===== src/rtl/red_seq.sv =====
// RED reduction sequencer: sign-extended byte sums folded through one 4-bit CLA slice.
// Optional RED_SEQ_B2B_EN accepts a new start in the DONE cycle.
module red_seq (
    input  logic        clk,
    input  logic        rst,
    input  logic        start,
    input  logic        flush,
    input  logic [15:0] rs,
    input  logic [15:0] rt,
    output logic [15:0] rd,
    output logic        busy,
    output logic        done
);

    typedef enum logic [3:0] {
        IDLE, LO0, LO1, HI0, HI1, F0, F1, F2, DONE
    } state_t;

    state_t      state_q;
    logic [15:0] rs_q;
    logic [15:0] rt_q;
    logic [8:0]  a_q;
    logic [8:0]  b_q;
    logic [7:0]  s_lo_q;
    logic        carry_q;
    logic [15:0] rd_q;
    logic        busy_q;
    logic        done_q;

    logic [3:0]  op_a;
    logic [3:0]  op_b;
    logic [3:0]  g;
    logic [3:0]  p;
    logic [3:0]  c;
    logic        cout;
    logic [3:0]  sum;

    // Operand select for the shared slice, one nibble per state
    always_comb begin
        op_a = 4'h0;
        op_b = 4'h0;
        unique case (state_q)
            LO0:     begin op_a = rs_q[3:0];   op_b = rt_q[3:0];   end
            LO1:     begin op_a = rs_q[7:4];   op_b = rt_q[7:4];   end
            HI0:     begin op_a = rs_q[11:8];  op_b = rt_q[11:8];  end
            HI1:     begin op_a = rs_q[15:12]; op_b = rt_q[15:12]; end
            F0:      begin op_a = a_q[3:0];    op_b = b_q[3:0];    end
            F1:      begin op_a = a_q[7:4];    op_b = b_q[7:4];    end
            F2:      begin op_a = {4{a_q[8]}}; op_b = {4{b_q[8]}}; end
            default: begin op_a = 4'h0;        op_b = 4'h0;        end
        endcase
    end

    always_comb begin
        g    = op_a & op_b;
        p    = op_a ^ op_b;
        c[0] = carry_q;
        c[1] = g[0] | (p[0] & carry_q);
        c[2] = g[1] | (p[1] & g[0]) | (p[1] & p[0] & carry_q);
        c[3] = g[2] | (p[2] & g[1]) | (p[2] & p[1] & g[0])
             | (p[2] & p[1] & p[0] & carry_q);
        cout = g[3] | (p[3] & g[2]) | (p[3] & p[2] & g[1])
             | (p[3] & p[2] & p[1] & g[0])
             | (p[3] & p[2] & p[1] & p[0] & carry_q);
        sum  = p ^ c;
    end

    always_ff @(posedge clk or posedge rst) begin
        if (rst) begin
            state_q <= IDLE;
            rs_q    <= 16'h0;
            rt_q    <= 16'h0;
            a_q     <= 9'h0;
            b_q     <= 9'h0;
            s_lo_q  <= 8'h0;
            carry_q <= 1'b0;
            rd_q    <= 16'h0;
            busy_q  <= 1'b0;
            done_q  <= 1'b0;
        end else if (flush) begin
            state_q <= IDLE;
            carry_q <= 1'b0;
            busy_q  <= 1'b0;
            done_q  <= 1'b0;
        end else begin
            unique case (state_q)
                IDLE: begin
                    done_q <= 1'b0;
                    if (start) begin
                        rs_q    <= rs;
                        rt_q    <= rt;
                        carry_q <= 1'b0;
                        busy_q  <= 1'b1;
                        state_q <= LO0;
                    end
                end
                LO0: begin
                    a_q[3:0] <= sum;
                    carry_q  <= cout;
                    state_q  <= LO1;
                end
                LO1: begin
                    // 9th bit is the sign of the sign-extended byte sum
                    a_q[7:4] <= sum;
                    a_q[8]   <= rs_q[7] ^ rt_q[7] ^ cout;
                    carry_q  <= 1'b0;
                    state_q  <= HI0;
                end
                HI0: begin
                    b_q[3:0] <= sum;
                    carry_q  <= cout;
                    state_q  <= HI1;
                end
                HI1: begin
                    b_q[7:4] <= sum;
                    b_q[8]   <= rs_q[15] ^ rt_q[15] ^ cout;
                    carry_q  <= 1'b0;
                    state_q  <= F0;
                end
                F0: begin
                    s_lo_q[3:0] <= sum;
                    carry_q     <= cout;
                    state_q     <= F1;
                end
                F1: begin
                    s_lo_q[7:4] <= sum;
                    carry_q     <= cout;
                    state_q     <= F2;
                end
                F2: begin
                    rd_q    <= {{4{sum[3]}}, sum, s_lo_q};
                    carry_q <= 1'b0;
                    busy_q  <= 1'b0;
                    done_q  <= 1'b1;
                    state_q <= DONE;
                end
                DONE: begin
`ifdef RED_SEQ_B2B_EN
                    if (start) begin
                        rs_q    <= rs;
                        rt_q    <= rt;
                        carry_q <= 1'b0;
                        busy_q  <= 1'b1;
                        done_q  <= 1'b0;
                        state_q <= LO0;
                    end else begin
                        done_q  <= 1'b0;
                        state_q <= IDLE;
                    end
`else
                    done_q  <= 1'b0;
                    state_q <= IDLE;
`endif
                end
                default: begin
                    busy_q  <= 1'b0;
                    done_q  <= 1'b0;
                    state_q <= IDLE;
                end
            endcase
        end
    end

    assign rd   = rd_q;
    assign busy = busy_q;
    assign done = done_q;

endmodule


===== config.mk =====
export PLATFORM = sky130hd
export DESIGN_NAME = red_seq
export DESIGN_NICKNAME = d
export VERILOG_FILES = /design/src/rtl/red_seq.sv
export SDC_FILE = /design/constraint.sdc
export NUM_CORES = 1
export LEC_CHECK = 0
export ABC_CLOCK_PERIOD_IN_PS = 3900
export CAP_MARGIN = 5
export CORE_MARGIN = 2
export CORE_UTILIZATION = 45
export CTS_CLUSTER_SIZE = 25
export DETAILED_ROUTE_END_ITERATION = 16
export HOLD_SLACK_MARGIN = 0.12
export PLACE_DENSITY_LB_ADDON = 0.05
export SLEW_MARGIN = 40
export SYNTH_ARGS = -nofsm -noshare
export SYNTH_HDL_FRONTEND = slang
export SYNTH_SLANG_ARGS = --single-unit

===== constraint.sdc =====
create_clock -name clk -period 3.9 [get_ports clk]
set_clock_uncertainty 0.1 [all_clocks]
set_input_delay 1.17 -clock clk [delete_from_list [all_inputs] [get_ports clk]]
set_output_delay 1.17 -clock clk [all_outputs]
set_load 0.05 [all_outputs]

Word level (Yosys, flattened, before mapping)
Index checks and enable logic that the tools add are counted.
{"block": "totals", "register_bits": 77, "in_bits": 36, "output_inout_bits": 18, "wordCells": 87}
{"block": "classes", "n_eq_ne": 11, "muxes": 13, "n_bitwise": 34, "reduce_logical": 16}
{"op": "$pmux W4 S7", "n": 2}
{"op": "$pmux W4 S8", "n": 1}
{"op": "$reduce_and A2 Y1", "n": 9}
{"op": "$and A1 B1 Y1", "n": 16}
{"op": "$eq A4 B3 Y1 const B", "n": 4}
{"op": "$or A1 B1 Y1", "n": 10}
{"op": "$eq A4 B2 Y1 const B", "n": 2}
{"op": "$mux W4", "n": 2}
{"op": "$xor A4 B4 Y4", "n": 2}
{"op": "$reduce_or A7 Y1", "n": 1}
{"op": "$reduce_or A6 Y1", "n": 1}
{"op": "$mux W1", "n": 5}
{"op": "$and A4 B4 Y4", "n": 1}
{"op": "$eq A4 B1 Y1 const B", "n": 1}
{"op": "$eq A4 B4 Y1 const B", "n": 1}
{"op": "$logic_not A4 Y1", "n": 1}
{"op": "$ne A2 B1 Y1 const B", "n": 2}
{"op": "$pmux W1 S2", "n": 2}
{"op": "$reduce_bool A4 Y1", "n": 1}
{"op": "$reduce_or A4 Y1", "n": 1}
{"op": "$xor A1 B1 Y1", "n": 4}
{"op": "$ne A3 B3 Y1 const B", "n": 1}
{"op": "$pmux W1 S3", "n": 1}
{"op": "$reduce_and A3 Y1", "n": 1}
{"op": "other kinds (2)", "n": 2}

Logic depth before layout (Yosys ltp)
{"block": "logic_depth", "ltp_word": 10, "depth_mapped": 11, "mapped_depth_nobuf": 9}

Least setup slack after synthesis
OpenSTA, ideal clock, no wires.
{"block": "synth_timing", "path_type": "reg2reg", "startpoint": "register state_q[2]", "endpoint": "register a_q[8]", "setup_ns": 0.082, "arrival_time_ns": 2.649, "required_time_ns": 3.718, "slack_ns": 1.069, "stages_incl_launch_ff": 11, "n_path_buf": 1, "synth_period_minus_slack_ns": 2.831, "cell_sequence": "dfrtp_1 -> buf_4 -> nor2b_1 -> a22oi_1 -> nor3_1 -> or3_1 -> ha_1 -> a21o_1 -> and4_4 -> or4_1 -> a31oi_1"}
{"block": "synth_between", "elab_chain_cells": 9, "word_cells_on_any_way": 24, "cone_classes": "eq/ne: 7; mux: 2; bitwise: 14; reduce/logical: 1"}
{"element": "start: declaration", "line_no": "19", "rtl": "state_t state_q;"}
{"element": "start signal: assignment", "line_no": "70", "rtl": "state_q <= IDLE;"}
{"element": "start signal: assignment", "line_no": "81", "rtl": "state_q <= IDLE;"}
{"element": "start signal: assignment", "line_no": "94", "rtl": "state_q <= LO0;"}
{"element": "$eq A4 B3 Y1, or another cell as far along", "line_no": "42", "rtl": "unique case (state_q)"}
{"element": "$pmux W4 S7", "line_no": "42"}
{"element": "$xor A4 B4 Y4 or $and A4 B4 Y4 (tied branches)", "line_no": "56, 55"}
{"element": "$and A1 B1 Y1 (on tied branches)", "line_no": "62, 63, 64"}
{"element": "$or A1 B1 Y1, or another cell as far along (2 in series)", "line_no": "62", "rtl": "cout = g[3] | (p[3] & g[2]) | (p[3] & p[2] & g[1])"}
{"element": "$or A1 B1 Y1 or $and A1 B1 Y1 (tied branches)", "line_no": "63, 64"}
{"element": "$or A1 B1 Y1", "line_no": "64", "rtl": "| (p[3] & p[2] & p[1] & p[0] & carry_q);"}
{"element": "$xor A1 B1 Y1", "line_no": "105", "rtl": "a_q[8] <= rs_q[7] ^ rt_q[7] ^ cout;"}
{"element": "end signal: assignment", "line_no": "105"}
{"element": "end: declaration", "line_no": "22", "rtl": "logic [8:0] a_q;"}
Several ways; a longest one is shown, not always the timed one.
A chain may end at the register's enable or synchronous reset.

Worst setup path after layout
Ends and elaborated chain as after synthesis.

==> impl_metrics.json <==
{
  "cts_resized": 0,
  "drt_iter0_markers": 120,
  "start_util_pct": 46.8,
  "gp_congestion": 0.890,
  "synth_edf_count": 0,
  "core_area_um2": 7810,
  "synth_xor_area_share_pct": 1.44,
  "finalCriticalPeriod_ns": 3.23,
  "wl_met2_um": 3690,
  "cp.arrival_ns": 3.41,
  "cts_tree": "yes",
  "outcome": "finished clean",
  "cts.sink_count": 77,
  "synth_compound_area_share_pct": 13.8,
  "clk_pin_slew_ns": 0.09,
  "crit_type": "reg2reg",
  "syn-num-nets": 370,
  "synthesis.area_um2": 3650,
  "slew_violations": 0,
  "reg2reg_depth": 10,
  "wl_met1_um": 3920,
  "dr.max_layer_used": "met4",
  "synthCells": 329,
  "synth-main-ff-cell": "dfrtp_1",
  "antenna_found_initial": 0,
  "min_period_over_period_pct": 82.8,
  "syn_to_final_growth_pct": 23.2,
  "n_antenna_cell": 0,
  "total_power_mw": 2.35,
  "finalNetCount": 426,
  "power_density_nw_per_um2": 523,
  "vdd_drop_max_v": 0.000214,
  "worst_pin_slew_ns": 0.635,
  "path_max_fanout": 12,
  "yosys.area_share.simple_pct": 12.9,
  "p_clk_share_pct": 26.2,
  "placementRows": 32,
  "wl_met3_um": 416,
  "h-tree-depth": 3,
  "nFillCells": 697,
  "power.leakage_nw": 1.97,
  "hold_class": "reg2reg",
  "dp_hpwl_um": 5860,
  "synth_fa_ha_area_share_pct": 1.92,
  "antenna_left": 0,
  "synthArstFlopShare_pct": 100,
  "wl_per_cell_um": 16.5,
  "required_ns": 4.08,
  "start_kind": "flip-flop",
  "dieArea_um2": 8860,
  "dr.pass1.iters": 4,
  "max_freq_mhz": 310,
  "grt_first_pass_wirelength_um": 13500,
  "wl_um": 8130,
  "p_seq_share_pct": 48.2,
  "die_h_um": 94.1,
  "ys_seq_area_share_pct": 52.7,
  "max-slew-margin-rel_pct": 57.6,
  "ys_warn_count": 0,
  "cts_hold_buf": 0,
  "cts_setup_buffers": 0,
  "p_int_mw": 1.61,
  "yosysUniqueCellTypes": 48,
  "overflow": 0,
  "track_usage_pct": 20.1,
  "synth_top_family_by_area": "compound AO/OA/AOI/OAI gates",
  "hold_depth": 2,
  "clock_latency_ns": 0.35,
  "setup_viol": 0,
  "clockBufferDepth": 2,
  "layout-drive-gt1-share_pct": 20.0,
  "num_io_pins": 54,
  "clockRootBuffer": "clkbuf_8",
  "switching_power_uw": 741,
  "rsz0062_at_grt": "false",
  "ys_ff_latch": 77,
  "cts_buffers": 9,
  "finalHoldViolCount": 0,
  "drc": 0,
  "grt_max_degree": 49,
  "p_comb_share_pct": 25.6,
  "die_w_um": 94.1,
  "viasPerCell": 5.40,
  "final_common_cell": "dfrtp_1",
  "end_kind": "flip-flop",
  "avgSynthCellArea_um2": 11.1,
  "switching_share_pct": 31.5,
  "io_buffers": 53,
  "final_cell_mix": "77 x dfrtp_1, 57 x nand2_1, 53 x clkdlybuf4s50_1",
  "cap_violations": 0,
  "finalSetupTns_ns": 0,
  "vias": 2659,
  "grt_pass1_vias": 2596,
  "synth.area.mux_share_pct": 13.7
}
[worst max-delay path, cell delays in order (launching register included)]
cell and delay [ns]:
dfrtp_1 0.64, nor2b_1 0.18, buf_4 0.21, a22oi_1 0.20, nor2_1 0.07, or3_1 0.35
ha_1 0.29, a21o_1 0.20, and4_4 0.22, or4_1 0.50, a31oi_1 0.19
[synth_stat cells (all sizes together) (2+ instances only)]
master	n	area (µm²)
dfrtp	77	1930
nand2	57	214
mux2	39	439
o21ai	25	125
buf	18	106
a22oi	12	90.1
nor2	10	37.5
nor3	8	51.3
o31ai	8	60.1
mux2i	6	60.1
nand3	5	35.0
nor2b	5	31.3
a211o	4	35.0
a21oi	4	20.0
ha	4	50.1
inv	4	15.0
xnor2	4	35.0
a22o	3	26.3
a31oi	3	18.8
and2	3	18.8
o221a	3	33.8
a21o	2	15.0
clkbuf	2	7.51
nand4	2	12.5
or4	2	15.0
xor2	2	17.5
[power by group through the flow]
| stage | combinational (mW) | clock, mW | sequential [mW] |
|---|---|---|---|
| 2_1_floorplan | 0.422 | 0 | 1.11 |
| 3_3_place_gp | 0.592 | 0 | 1.15 |
| 3_5_place_dp | 0.603 | 0 | 1.15 |
| 4_1_cts | 0.605 | 0.632 | 1.13 |
| 5_1_grt | 0.670 | 0.667 | 1.16 |
| 6_report | 0.602 | 0.617 | 1.14 |
[stage by stage]
| step | setup WS (ns) | util, % | std cells | hold WS, ns | instance area (µm²) |
|---|---|---|---|---|---|
| floorplan | 0.663 | - | 329 | 0.333 | 3650 |
| global placement | 0.677 | 55.1 | 476 | 0.360 | 4300 |
| detailed placement | 0.606 | 55.1 | 476 | 0.360 | 4300 |
| CTS | 0.693 | 57.7 | 492 | 0.372 | 4500 |
| global route | 0.454 | 57.7 | 492 | 0.403 | 4500 |
| finish | 0.670 | 57.7 | 492 | 0.367 | 4500 |
[logic make-up (layout without fill, tap and decap cells)]
logic type	count (synthesis)	after routing
and+or+nand+nor	99	99
DFF	77	77
AOI/OAI and AO/OA	73	73
muxes	45	45
buffers and inverters	24	85
xor gates and xnor gates	6	6
adders and majority gates	5	5
[registers in the layout, summed over array words and instances, names as in the netlist]
| signal | cells |
|---|---|
| rs_q | 16 |
| rt_q | 16 |
| a_q | 9 |
| busy | 1 |
| carry_q | 1 |
| b_q | 9 |
| rd | 12 |
| s_lo_q | 8 |
| done | 1 |
| state_q | 4 |
[path summary, 6_finish.rpt]
path | from | endpoint | slack [ns]
worst min register to register | s_lo_q[3]$_DFFE_PP0P_ | rd[3]$_DFFE_PP0P_ | 0.37
max in group asynchronous | rst | b_q[2]$_DFFE_PP0P_ | 1.91
worst max register to register | state_q[2]$_DFFE_PP0P_ | a_q[8]$_DFFE_PP0P_ | 0.67
worst min-delay path | s_lo_q[3]$_DFFE_PP0P_ | rd[3]$_DFFE_PP0P_ | 0.37
worst max-delay path | state_q[2]$_DFFE_PP0P_ | a_q[8]$_DFFE_PP0P_ | 0.67
min in group asynchronous | rst | rt_q[8]$_DFFE_PP0P_ | 1.12
[final cells by class]
cell class	count	area (µm²)	share of cell area, %
clock buffers	11	141	3.14
multi-input cells	228	1600	35.5
well taps	102	128	2.83
repair buffers	65	633	14.1
clock inverters	5	60.1	1.33
flip-flops and latches	77	1930	42.8
inverters	4	15.0	0.334
[routing by layer]
| layer | up-vias | global-route usage (%) |
|---|---|---|
| li1 | 1296 | - |
| met1 | 1284 | 28.7 |
| met2 | 69 | 30.6 |
| met3 | 10 | 3.93 |
| met4 | 0 | 6.76 |
| met5 | - | 0 |
Power figures use the tool's default switching activity.
